[config.mk]
export PLATFORM = sky130hd
export DESIGN_NAME = kws_cfu_pipe
export DESIGN_NICKNAME = d
export VERILOG_FILES = /design/src/rtl/kws_cfu_pkg.sv /design/src/rtl/kws_cfu_pipe_requant.sv /design/src/rtl/kws_cfu_pipe.sv
export SDC_FILE = /design/constraint.sdc
export NUM_CORES = 2
export LEC_CHECK = 0
export ABC_CLOCK_PERIOD_IN_PS = 10100
export BUFFER_PORTS_ARGS = -buffer_cell sky130_fd_sc_hd__buf_4
export CORE_UTILIZATION = 50
export CTS_CLUSTER_SIZE = 12
export DETAILED_ROUTE_END_ITERATION = 8
export GPL_TIMING_DRIVEN = 1
export PLACE_DENSITY = 0.68
export SLEW_MARGIN = 20
export SYNTH_ARGS = -nofsm -noshare
export SYNTH_HDL_FRONTEND = slang
export SYNTH_SLANG_ARGS = --single-unit
[constraint.sdc]
create_clock -name clk -period 10.1 [get_ports clk]
set_input_delay 1.01 -clock clk [delete_from_list [all_inputs] [get_ports clk]]
set_output_delay 1.01 -clock clk [all_outputs]
set_load 0.02 [all_outputs]
[src/rtl/kws_cfu_pkg.sv]
// Shared types, constants and requantise arithmetic for the KWS CFU.
package kws_cfu_pkg;

  localparam int unsigned DATA_W = 32;
  localparam int unsigned FID_W  = 10;
  localparam int unsigned OFF_W  = 9;
  localparam int unsigned EXP_W  = 5;

  localparam logic [DATA_W-1:0] INT32_MIN = 32'h8000_0000;
  localparam logic [DATA_W-1:0] INT32_MAX = 32'h7FFF_FFFF;
  localparam int                INT8_MIN  = -128;
  localparam int                INT8_MAX  = 127;

  typedef enum logic [2:0] {
    OP_MAC     = 3'd0,
    OP_SET_OFF = 3'd1,
    OP_ACC_RD  = 3'd2,
    OP_REQUANT = 3'd3
  } op_e;

  typedef enum logic [1:0] {
    IDLE = 2'd0,
    EXEC = 2'd1,
    WAIT = 2'd2,
    RESP = 2'd3
  } state_e;

  // Operand pair captured when a command is accepted
  typedef struct packed {
    logic [DATA_W-1:0] in0;
    logic [DATA_W-1:0] in1;
  } cfu_ops_t;

  // One slot of the requantise pipeline after the SRDHM step
  typedef struct packed {
    logic              v;
    logic [DATA_W-1:0] s;
    logic [EXP_W-1:0]  e;
    logic [OFF_W-1:0]  off;
  } rq_stage_t;

  // Saturating rounding doubling high multiply
  function automatic logic [DATA_W-1:0] srdhm(input logic [DATA_W-1:0] x,
                                              input logic [DATA_W-1:0] m);
    logic signed [63:0] p;
    logic signed [63:0] sum;
    if (x == INT32_MIN && m == INT32_MIN) return INT32_MAX;
    p   = $signed({{32{x[31]}}, x}) * $signed({{32{m[31]}}, m});
    sum = p + (p[63] ? -64'sd1073741823 : 64'sd1073741824);
    // bias negative values so the arithmetic shift truncates toward zero
    if (sum[63]) sum = sum + 64'sd2147483647;
    return sum[62:31];
  endfunction

  // Rounding divide by a power of two, ties away from zero
  function automatic logic [DATA_W-1:0] rcdbpot(input logic [DATA_W-1:0] s,
                                                input logic [EXP_W-1:0]  e);
    logic [DATA_W-1:0] mask;
    logic [DATA_W-1:0] r;
    logic [DATA_W-1:0] t;
    mask = (32'd1 << e) - 32'd1;
    r    = s & mask;
    t    = (mask >> 1) + {31'd0, s[31]};
    return 32'($signed(s) >>> e) + ((r > t) ? 32'd1 : 32'd0);
  endfunction

  // Add the output offset and saturate to int8, sign-extended to 32 bits
  function automatic logic [DATA_W-1:0] add_clamp8(input logic [DATA_W-1:0] q,
                                                   input logic [OFF_W-1:0]  off);
    logic [DATA_W:0] sum;
    sum = {q[31], q} + {{(DATA_W+1-OFF_W){off[OFF_W-1]}}, off};
    if ($signed(sum) < -33'sd128) return 32'(INT8_MIN);
    if ($signed(sum) > 33'sd127)  return 32'(INT8_MAX);
    return {{24{sum[7]}}, sum[7:0]};
  endfunction

endpackage

[src/rtl/kws_cfu_pipe_requant.sv]
// Requantise pipeline: SRDHM on entry, rounding shift + offset + clamp on exit.
module kws_requant_pipe
  import kws_cfu_pkg::*;
#(
  parameter int unsigned REQ_STAGES = 3
) (
  input  logic              clk,
  input  logic              reset,
  input  logic              in_valid,
  input  logic [DATA_W-1:0] x,
  input  logic [DATA_W-1:0] m,
  input  logic [EXP_W-1:0]  e,
  input  logic [OFF_W-1:0]  out_off,
  output logic              out_valid,
  output logic [DATA_W-1:0] y
);

  localparam int unsigned MID = REQ_STAGES - 1;

  rq_stage_t         r_mid [MID];
  logic              r_out_valid;
  logic [DATA_W-1:0] r_y;
  logic [DATA_W-1:0] w_s;

  // SRDHM of the incoming operands
  always_comb begin
    w_s = srdhm(x, m);
  end

  // Stage registers: SRDHM result, delay slots, then the final int8 result
  always_ff @(posedge clk or negedge reset) begin
    if (!reset) begin
      for (int i = 0; i < MID; i++) r_mid[i] <= '0;
      r_out_valid <= 1'b0;
      r_y         <= '0;
    end else begin
      r_mid[0] <= '{v: in_valid, s: w_s, e: e, off: out_off};
      for (int i = 1; i < MID; i++) r_mid[i] <= r_mid[i-1];
      r_out_valid <= r_mid[MID-1].v;
      r_y         <= add_clamp8(rcdbpot(r_mid[MID-1].s, r_mid[MID-1].e), r_mid[MID-1].off);
    end
  end

  assign out_valid = r_out_valid;
  assign y         = r_y;

endmodule

[src/rtl/kws_cfu_pipe.sv]
// KWS CFU: command FSM, accumulator banks, SIMD int8 MAC and requantise launch.
module kws_cfu_pipe
  import kws_cfu_pkg::*;
#(
  parameter int unsigned SIMD_LANES = 4,
  parameter int unsigned NUM_ACC    = 4,
  parameter int unsigned REQ_STAGES = 3
) (
  input  logic              clk,
  input  logic              reset,
  input  logic              cmd_valid,
  output logic              cmd_ready,
  input  logic [FID_W-1:0]  cmd_payload_function_id,
  input  logic [DATA_W-1:0] cmd_payload_inputs_0,
  input  logic [DATA_W-1:0] cmd_payload_inputs_1,
  output logic              rsp_valid,
  input  logic              rsp_ready,
  output logic              rsp_payload_response_ok,
  output logic [DATA_W-1:0] rsp_payload_outputs_0
);

  localparam int unsigned SEL_W = (NUM_ACC > 1) ? $clog2(NUM_ACC) : 1;

  state_e            r_state;
  logic              r_cmd_ready;
  logic              r_rsp_valid;
  logic [DATA_W-1:0] r_out;
  logic [2:0]        r_funct3;
  logic [SEL_W-1:0]  r_sel;
  logic              r_clr;
  cfu_ops_t          r_ops;
  logic [OFF_W-1:0]  r_in_off;
  logic [OFF_W-1:0]  r_out_off;
  logic [DATA_W-1:0] r_acc [NUM_ACC];

  logic              w_accept;
  logic              w_rq_in_valid;
  logic              w_rq_out_valid;
  logic [DATA_W-1:0] w_rq_y;
  logic [DATA_W-1:0] w_acc_cur;
  logic [DATA_W-1:0] w_dot;
  logic [DATA_W-1:0] w_mac_new;
  logic [9:0]        w_a    [SIMD_LANES];
  logic [16:0]       w_prod [SIMD_LANES];
  logic              w_unused;

  assign w_accept      = cmd_valid && r_cmd_ready;
  assign w_rq_in_valid = w_accept && (cmd_payload_function_id[2:0] == OP_REQUANT);
  assign w_unused      = cmd_payload_function_id[8];

  // Requantise operands enter the pipeline directly at accept
  kws_requant_pipe #(
    .REQ_STAGES (REQ_STAGES)
  ) u_requant (
    .clk       (clk),
    .reset     (reset),
    .in_valid  (w_rq_in_valid),
    .x         (cmd_payload_inputs_0),
    .m         (cmd_payload_inputs_1),
    .e         (cmd_payload_function_id[7:3]),
    .out_off   (r_out_off),
    .out_valid (w_rq_out_valid),
    .y         (w_rq_y)
  );

  // Selected bank read and SIMD dot product with input offset
  always_comb begin
    w_acc_cur = '0;
    w_dot     = '0;
    for (int b = 0; b < NUM_ACC; b++) begin
      if (r_sel == SEL_W'(b)) w_acc_cur = r_acc[b];
    end
    for (int l = 0; l < SIMD_LANES; l++) begin
      w_a[l]    = {{2{r_ops.in0[8*l+7]}}, r_ops.in0[8*l +: 8]} + {r_in_off[OFF_W-1], r_in_off};
      w_prod[l] = {{7{w_a[l][9]}}, w_a[l]} * {{9{r_ops.in1[8*l+7]}}, r_ops.in1[8*l +: 8]};
      w_dot     = w_dot + {{15{w_prod[l][16]}}, w_prod[l]};
    end
    w_mac_new = w_acc_cur + w_dot;
  end

  // Command/response FSM with accumulator and offset state
  always_ff @(posedge clk or negedge reset) begin
    if (!reset) begin
      r_state     <= IDLE;
      r_cmd_ready <= 1'b1;
      r_rsp_valid <= 1'b0;
      r_out       <= '0;
      r_funct3    <= '0;
      r_sel       <= '0;
      r_clr       <= 1'b0;
      r_ops       <= '0;
      r_in_off    <= '0;
      r_out_off   <= '0;
      for (int b = 0; b < NUM_ACC; b++) r_acc[b] <= '0;
    end else begin
      case (r_state)
        IDLE: begin
          if (w_accept) begin
            r_funct3    <= cmd_payload_function_id[2:0];
            r_sel       <= (NUM_ACC > 1) ? cmd_payload_function_id[3 +: SEL_W] : '0;
            r_clr       <= cmd_payload_function_id[9];
            r_ops       <= '{in0: cmd_payload_inputs_0, in1: cmd_payload_inputs_1};
            r_cmd_ready <= 1'b0;
            r_state     <= EXEC;
          end
        end
        EXEC: begin
          r_rsp_valid <= 1'b1;
          r_state     <= RESP;
          case (r_funct3)
            OP_MAC: begin
              for (int b = 0; b < NUM_ACC; b++) begin
                if (r_sel == SEL_W'(b)) r_acc[b] <= w_mac_new;
              end
              r_out <= w_mac_new;
            end
            OP_SET_OFF: begin
              r_in_off  <= r_ops.in0[OFF_W-1:0];
              r_out_off <= r_ops.in1[OFF_W-1:0];
              r_out     <= '0;
            end
            OP_ACC_RD: begin
              for (int b = 0; b < NUM_ACC; b++) begin
                if (r_clr && r_sel == SEL_W'(b)) r_acc[b] <= '0;
              end
              r_out <= w_acc_cur;
            end
            OP_REQUANT: begin
              r_rsp_valid <= 1'b0;
              r_state     <= WAIT;
            end
            default: r_out <= '0;
          endcase
        end
        WAIT: begin
          if (w_rq_out_valid) begin
            r_out       <= w_rq_y;
            r_rsp_valid <= 1'b1;
            r_state     <= RESP;
          end
        end
        RESP: begin
          if (rsp_ready) begin
            r_rsp_valid <= 1'b0;
            r_cmd_ready <= 1'b1;
            r_state     <= IDLE;
          end
        end
        default: r_state <= IDLE;
      endcase
    end
  end

  assign cmd_ready               = r_cmd_ready;
  assign rsp_valid               = r_rsp_valid;
  assign rsp_payload_outputs_0   = r_out;
  assign rsp_payload_response_ok = 1'b1;

endmodule

Word-level counts from Yosys, hierarchy flattened
Index checks and enable logic that the tools add are counted.

storage, ports and cells
  register bits after elaboration = 379
  word-level logic and storage cells = 139
  output and inout port bits = 35
  bits of input ports = 78

operators by class
  $lt $le $gt $ge = 3
  $mul = 5
  $add $sub $neg = 14
  reduce and logical (&&, ||, !) cells = 24
  eq/ne operators = 24
  muxes and demuxes = 41
  shifts and indexed selects = 2
  bitwise logic cells = 1

operators by type and width
  kind                    number
  $mux 32                 19
  $pmux 128 s2            1
  $pmux 32 s3             1
  $mul 10x8->17           4
  $add 64x64->64          1
  $eq 32x32->1 const B    2
  $mul 32x32->64          1
  $mux 64                 1
  $pmux 32 s2             1
  $add 63x32->63 const B  1
  $mux 63                 1
  $add 8x9->10            4
  $add 32x9->33           1
  $gt 33x8->1 const B     1
  $lt 33x8->1 const B     1
  $add 31x1->32           1
  $add 32x1->32           1
  $add 32x32->32          1
  $and 32x32->32          1
  $gt 32x32->1            1
  $shl 1x5->32 const A    1
  $sshr 32x5->32          1
  $sub 32x1->32 const B   1
  $ne 2x2->1 const B      11
  21 further kinds        55

Depth between registers and ports, before layout
  depth in word-level cells = 12
  mapped depth = 58
  mapped depth without buffers = 53

Cells and area by module
Synthesis repeated with hierarchy kept, for this count alone.

second synthesis, totals
  cell total of the unflattened synthesis = 8265
  area, all modules = 75334.8 µm²

by module, submodules not included
  module            times used  cells each  seq. area each (µm²)  area an instance (µm²)
  kws_requant_pipe  1           5528        2577.5                48651.7
  kws_cfu_pipe      1           2737        6307.3                26683.1

Least setup slack after synthesis
No wires, ideal clock.

  kind = input-to-reg
  start = input port cmd_payload_inputs_1[2]
  end = register u_requant.r_mid[89] (netlist name)
  path buffers = 5
  stages on the path = 45
  path slack = -3181 ps
  arrival time = 13153 ps
  cells stage by stage = clkbuf_1 -> clkbuf_1 -> nand2_1 -> inv_1 -> fa_1 -> fa_1 -> fa_1 -> fa_1 -> inv_1 -> fa_1 -> inv_1 -> fa_1 -> inv_1 -> fa_1 -> inv_1 -> fa_1 -> ha_1 -> clkbuf_1 -> (+9 left out) -> clkbuf_1 -> buf_1 -> ha_1 -> a21o_1 -> a31oi_1 -> nor2b_1 -> nor2_1 -> o21ai_0 -> and3_1 -> o22ai_1 -> a21oi_1 -> nor4_1 -> a211oi_1 -> or4b_4 -> nor4_4 -> nand4bb_4 -> nor3_2 -> mux2_1

between the ends
  word-level cells in the longest chain between the ends = 6
  elaborated cells on any way between the ends = 9
  classes of those cells = 2 x add/sub; 1 x mul; 1 x eq/ne; 4 x mux; 1 x reduce/logical

RTL lines
  item                         RTL line                    RTL
  from (decl)                  kws_cfu_pipe.sv:15          input logic [DATA_W-1:0] cmd_payload_inputs_1,
  $mul 32x32->64               kws_cfu_pkg.sv:48           p = $signed({{32{x[31]}}, x}) * $signed({{32{m[31]}}, m});
  $mux 64                      kws_cfu_pkg.sv:49           sum = p + (p[63] ? -64'sd1073741823 : 64'sd1073741824);
  $add 64x64->64               kws_cfu_pkg.sv:49
  $add 63x32->63               kws_cfu_pkg.sv:51           if (sum[63]) sum = sum + 64'sd2147483647;
  $mux 63                      kws_cfu_pkg.sv:51
  $mux 32 (*)                  kws_cfu_pkg.sv:48
  named net u_requant.w_s[28]  kws_cfu_pipe_requant.sv:23  logic [DATA_W-1:0] w_s;
  to (decl)                    kws_cfu_pipe_requant.sv:20  rq_stage_t r_mid [MID];

The timed path passes the listed nets; every way through them passes the cells marked *.
A chain may end at the register's enable or synchronous reset.

Worst setup path after layout
  start = input port cmd_payload_inputs_0[22]
  end = register u_requant.r_mid[80] (netlist name)

between the ends
  word-level cells in the longest chain between the ends = 6
  elaborated cells on any way between the ends = 9
  classes of those cells = 2 x add/sub; 1 x mul; 1 x eq/ne; 4 x mux; 1 x reduce/logical

RTL lines
  item                         RTL line                    RTL
  from (decl)                  kws_cfu_pipe.sv:14          input logic [DATA_W-1:0] cmd_payload_inputs_0,
  $mul 32x32->64               kws_cfu_pkg.sv:48
  $mux 64                      kws_cfu_pkg.sv:49
  $add 64x64->64               kws_cfu_pkg.sv:49
  $add 63x32->63               kws_cfu_pkg.sv:51
  $mux 63                      kws_cfu_pkg.sv:51
  $mux 32 (*)                  kws_cfu_pkg.sv:48
  named net u_requant.w_s[19]  kws_cfu_pipe_requant.sv:23

Marked as above.

==> reports/metrics.yaml <==
status: "finished with violations"
violations: "negative setup slack"
grt_start_max_net_pins: 183
setup-violations-final: 81
drtAntennaViolNets: 0
fin_crit_ns: 10.85
detail_route.first_pass.iterations: 6
hold_depth: 0
fin_util: 0.6245
synth_seq_cells: 355
worstPathRequired_ns: 10.56
slew_violations: 0
worst-setup-path-type: "primary input to register"
ys.flop_type: "dfrtp_1"
hp-class: "register to register"
cts_hold_buf: 0
clock_latency_ns: 0.62
hold_viol: 0
rsz0062_at_grt: "yes"
antennaDiodeCount: 0
htreeDepth: 2
drc: 0
wl_um: 219200
worst_r2r_endpoint: "rsp_payload_outputs_0[30]"
cp_top_family: "adder cells"
initialDrtViolationCount: 3603
startpoint: "cmd_payload_inputs_0[22]"
final_common_cell: "inv_1"
cts_made_buffers: 42
routedWlPerCell_um: 19.63
dieArea_um2: 150500
yosysSeqAreaShare: 0.1193
worst-path-buf-inv: 8
endpoint_kind: "register"
num_rows: 141
grt_overflow: 0
grt_pass1_wl_um: 352300
area_delta_synth_final_pct: 23.93
r2r_slack_ns: -0.51
crit_arrival_ns: 11.31
cts_tree: "done"
period_share: 1.074
reg2reg_depth: 51
drive_above_1_share: 0.2507
reg2reg_from: "r_in_off[0]"
hold_start: "u_requant.r_mid[51]"
maxCapViolCount: 0
postSynthCellCount: 8137
min_to: "u_requant.r_mid[4]"
register_area_um2: 8894
cts.sinks: 355
chipHeight_um: 388.0
track_usage: 0.2948
final_nets: 11158
routed-wl-met3_um: 12440
max_freq_mhz: 92.21
cp_common_cell: "fa_1"
skew_ns: 0.05336
drt-met1-wl_um: 85060
max_stage_delay_ns: 0.59
final_cell_mix: "inv_1 (1392), fa_1 (1305), buf_4 (1204), nand2_1 (1122), and2_1 (631)"
path_clk_slew_ns: 0.06
num_io_pins: 113
routed.top_layer: "met5"
cts_root_buf: "clkbuf_16"
dpl.hpwl_um: 178500
start_kind: "primary input"
core-area_um2: 147800
synthArstFlopShare: 1.000
relSlewSlack: 0.2543
multi_input_area_um2: 62200
worstMarginPinSlew_ns: 1.119
synth-edff-count: 0
viasPerCell: 5.476
post-route-worst-setup-slack_ns: -0.7452
dr_wl_met2_um: 111000
antenna_found_initial: 3
vias: 61161
initial_core_util: 0.5039
yosysWarnings: 0
port-buffer-count: 110
synth.avg_cell_area_um2: 9.156
slowest_stage: "fa_1"
place.gp.congestion: 0.9389
grt_pass1_vias: 66261
clk_path_buf_depth: 3
die_w_um: 388.0
nFillCells: 11989
cp_max_fo: 13
ys_types: 113
netlist_area_um2: 74500
## worst register-to-register path, delay by kind of cell (launching register included)
family | cells | cell delay, ns
buf+inv | 9 | 1.03
simple gates | 5 | 0.75
compound gates | 23 | 3.60
fa+ha+maj | 11 | 4.13
xor+xnor | 3 | 0.56
flops | 1 | 0.47
## metal layers
layer	vias to the layer above	global-route usage
met4	4	0.1243
li1	27565	-
met5	-	0
met1	31216	0.3637
met3	514	0.03551
met2	1862	0.5205
## cells in the mapped netlist (14+ instances only)
cell type / instances / area, um2
or2_2: 24 / 150.1
o21ai_1: 14 / 70.07
nor3_1: 69 / 345.3
nor4_1: 35 / 219.0
a21o_1: 76 / 570.6
nand2b_1: 73 / 456.7
o211ai_1: 14 / 105.1
and3_1: 32 / 200.2
or3_1: 30 / 187.7
nor2b_1: 45 / 281.5
clkbuf_1: 347 / 1303
a21boi_0: 14 / 105.1
nand4_1: 37 / 231.5
a22o_1: 14 / 122.6
o21bai_1: 80 / 600.6
mux2i_1: 34 / 340.3
and2_1: 661 / 4135
a211oi_1: 17 / 127.6
a31oi_1: 27 / 168.9
inv_1: 1434 / 5383
a21oi_1: 295 / 1476
mux2_2: 111 / 1250
fa_1: 1379 / 27610
ha_1: 489 / 6118
dfrtp_1: 354 / 8859
o21a_1: 25 / 187.7
nor2_1: 255 / 957.2
mux4_2: 67 / 1509
nand3_1: 60 / 300.3
buf_1: 19 / 71.32
o21ai_0: 226 / 1131
xnor2_1: 247 / 2163
nand2_1: 1160 / 4354
xor2_1: 96 / 840.8
o31ai_1: 36 / 270.3
## flip-flops by register name, summed over array words and instances, names as in the netlist
name and cells:
rsp_valid 1, u_requant.y 8, rsp_payload_outputs_0 32, u_requant.r_mid 94
r_clr 1, r_in_off 9, r_state 2, r_out_off 9
r_sel 2, r_acc 128, r_funct3 3, r_ops 64
u_requant.out_valid 1, cmd_ready 1
## through the flow
step | TNS, ns | hold WS [ns] | std cells | area [um2] | setup slack (ns)
3_3_place_gp | -71.64 | 0.3314 | 10929 | 85720 | -1.569
3_5_place_dp | -85.83 | 0.3347 | 10929 | 85720 | -1.637
2_1_floorplan | -43.22 | 0.3312 | 8138 | 74980 | -1.777
4_1_cts | -17.24 | 0.3235 | 11109 | 89810 | -0.7298
5_1_grt | -55.20 | 0.3453 | 11168 | 92320 | -1.024
6_report | -26.72 | 0.3185 | 11168 | 92320 | -0.7452
## what timing repair did
item / in CTS / in global routing
pin swaps: 299 / 309
gates resized for setup: 402 / 452
cloned: 4 / 2
setup buffers: 112 / 73
endpoints found under the setup margin: 110 / 109
## logic make-up after synthesis
logic type,Yosys count,share of synthesized area
AOI/OAI and AO/OA,990,0.08552
and+or+nand+nor,2550,0.1677
buffers and inverters,1812,0.09168
other,2,0.0001008
DFF,355,0.1193
muxes,213,0.04175
adders and majority gates,1869,0.4528
xor gates and xnor gates,346,0.04115
## area by class of cell
type / count / share of cell area
Multi-Input combinational cell: 5971 / 0.6737
Clock inverter: 21 / 0.003063
Inverter: 1435 / 0.05849
Sequential cell: 355 / 0.09633
Timing Repair Buffer: 1407 / 0.1301
Clock buffer: 49 / 0.01210
Tap cell: 1930 / 0.02616
## how the worst max path moves through the flow
stage                                endpoint  slack (ns)  cells after the start
after global routing      u_requant.r_mid[89]       -1.02                     42
after global placement    u_requant.r_mid[89]       -1.57                     40
after floorplan           u_requant.r_mid[89]       -1.78                     45
final                     u_requant.r_mid[80]       -0.75                     43
after CTS                 u_requant.r_mid[89]       -0.73                     44
after detailed placement  u_requant.r_mid[89]       -1.64                     41
Power is not shown: default switching activity piles up to over one toggle a cycle in this logic, so the estimate is an artifact.
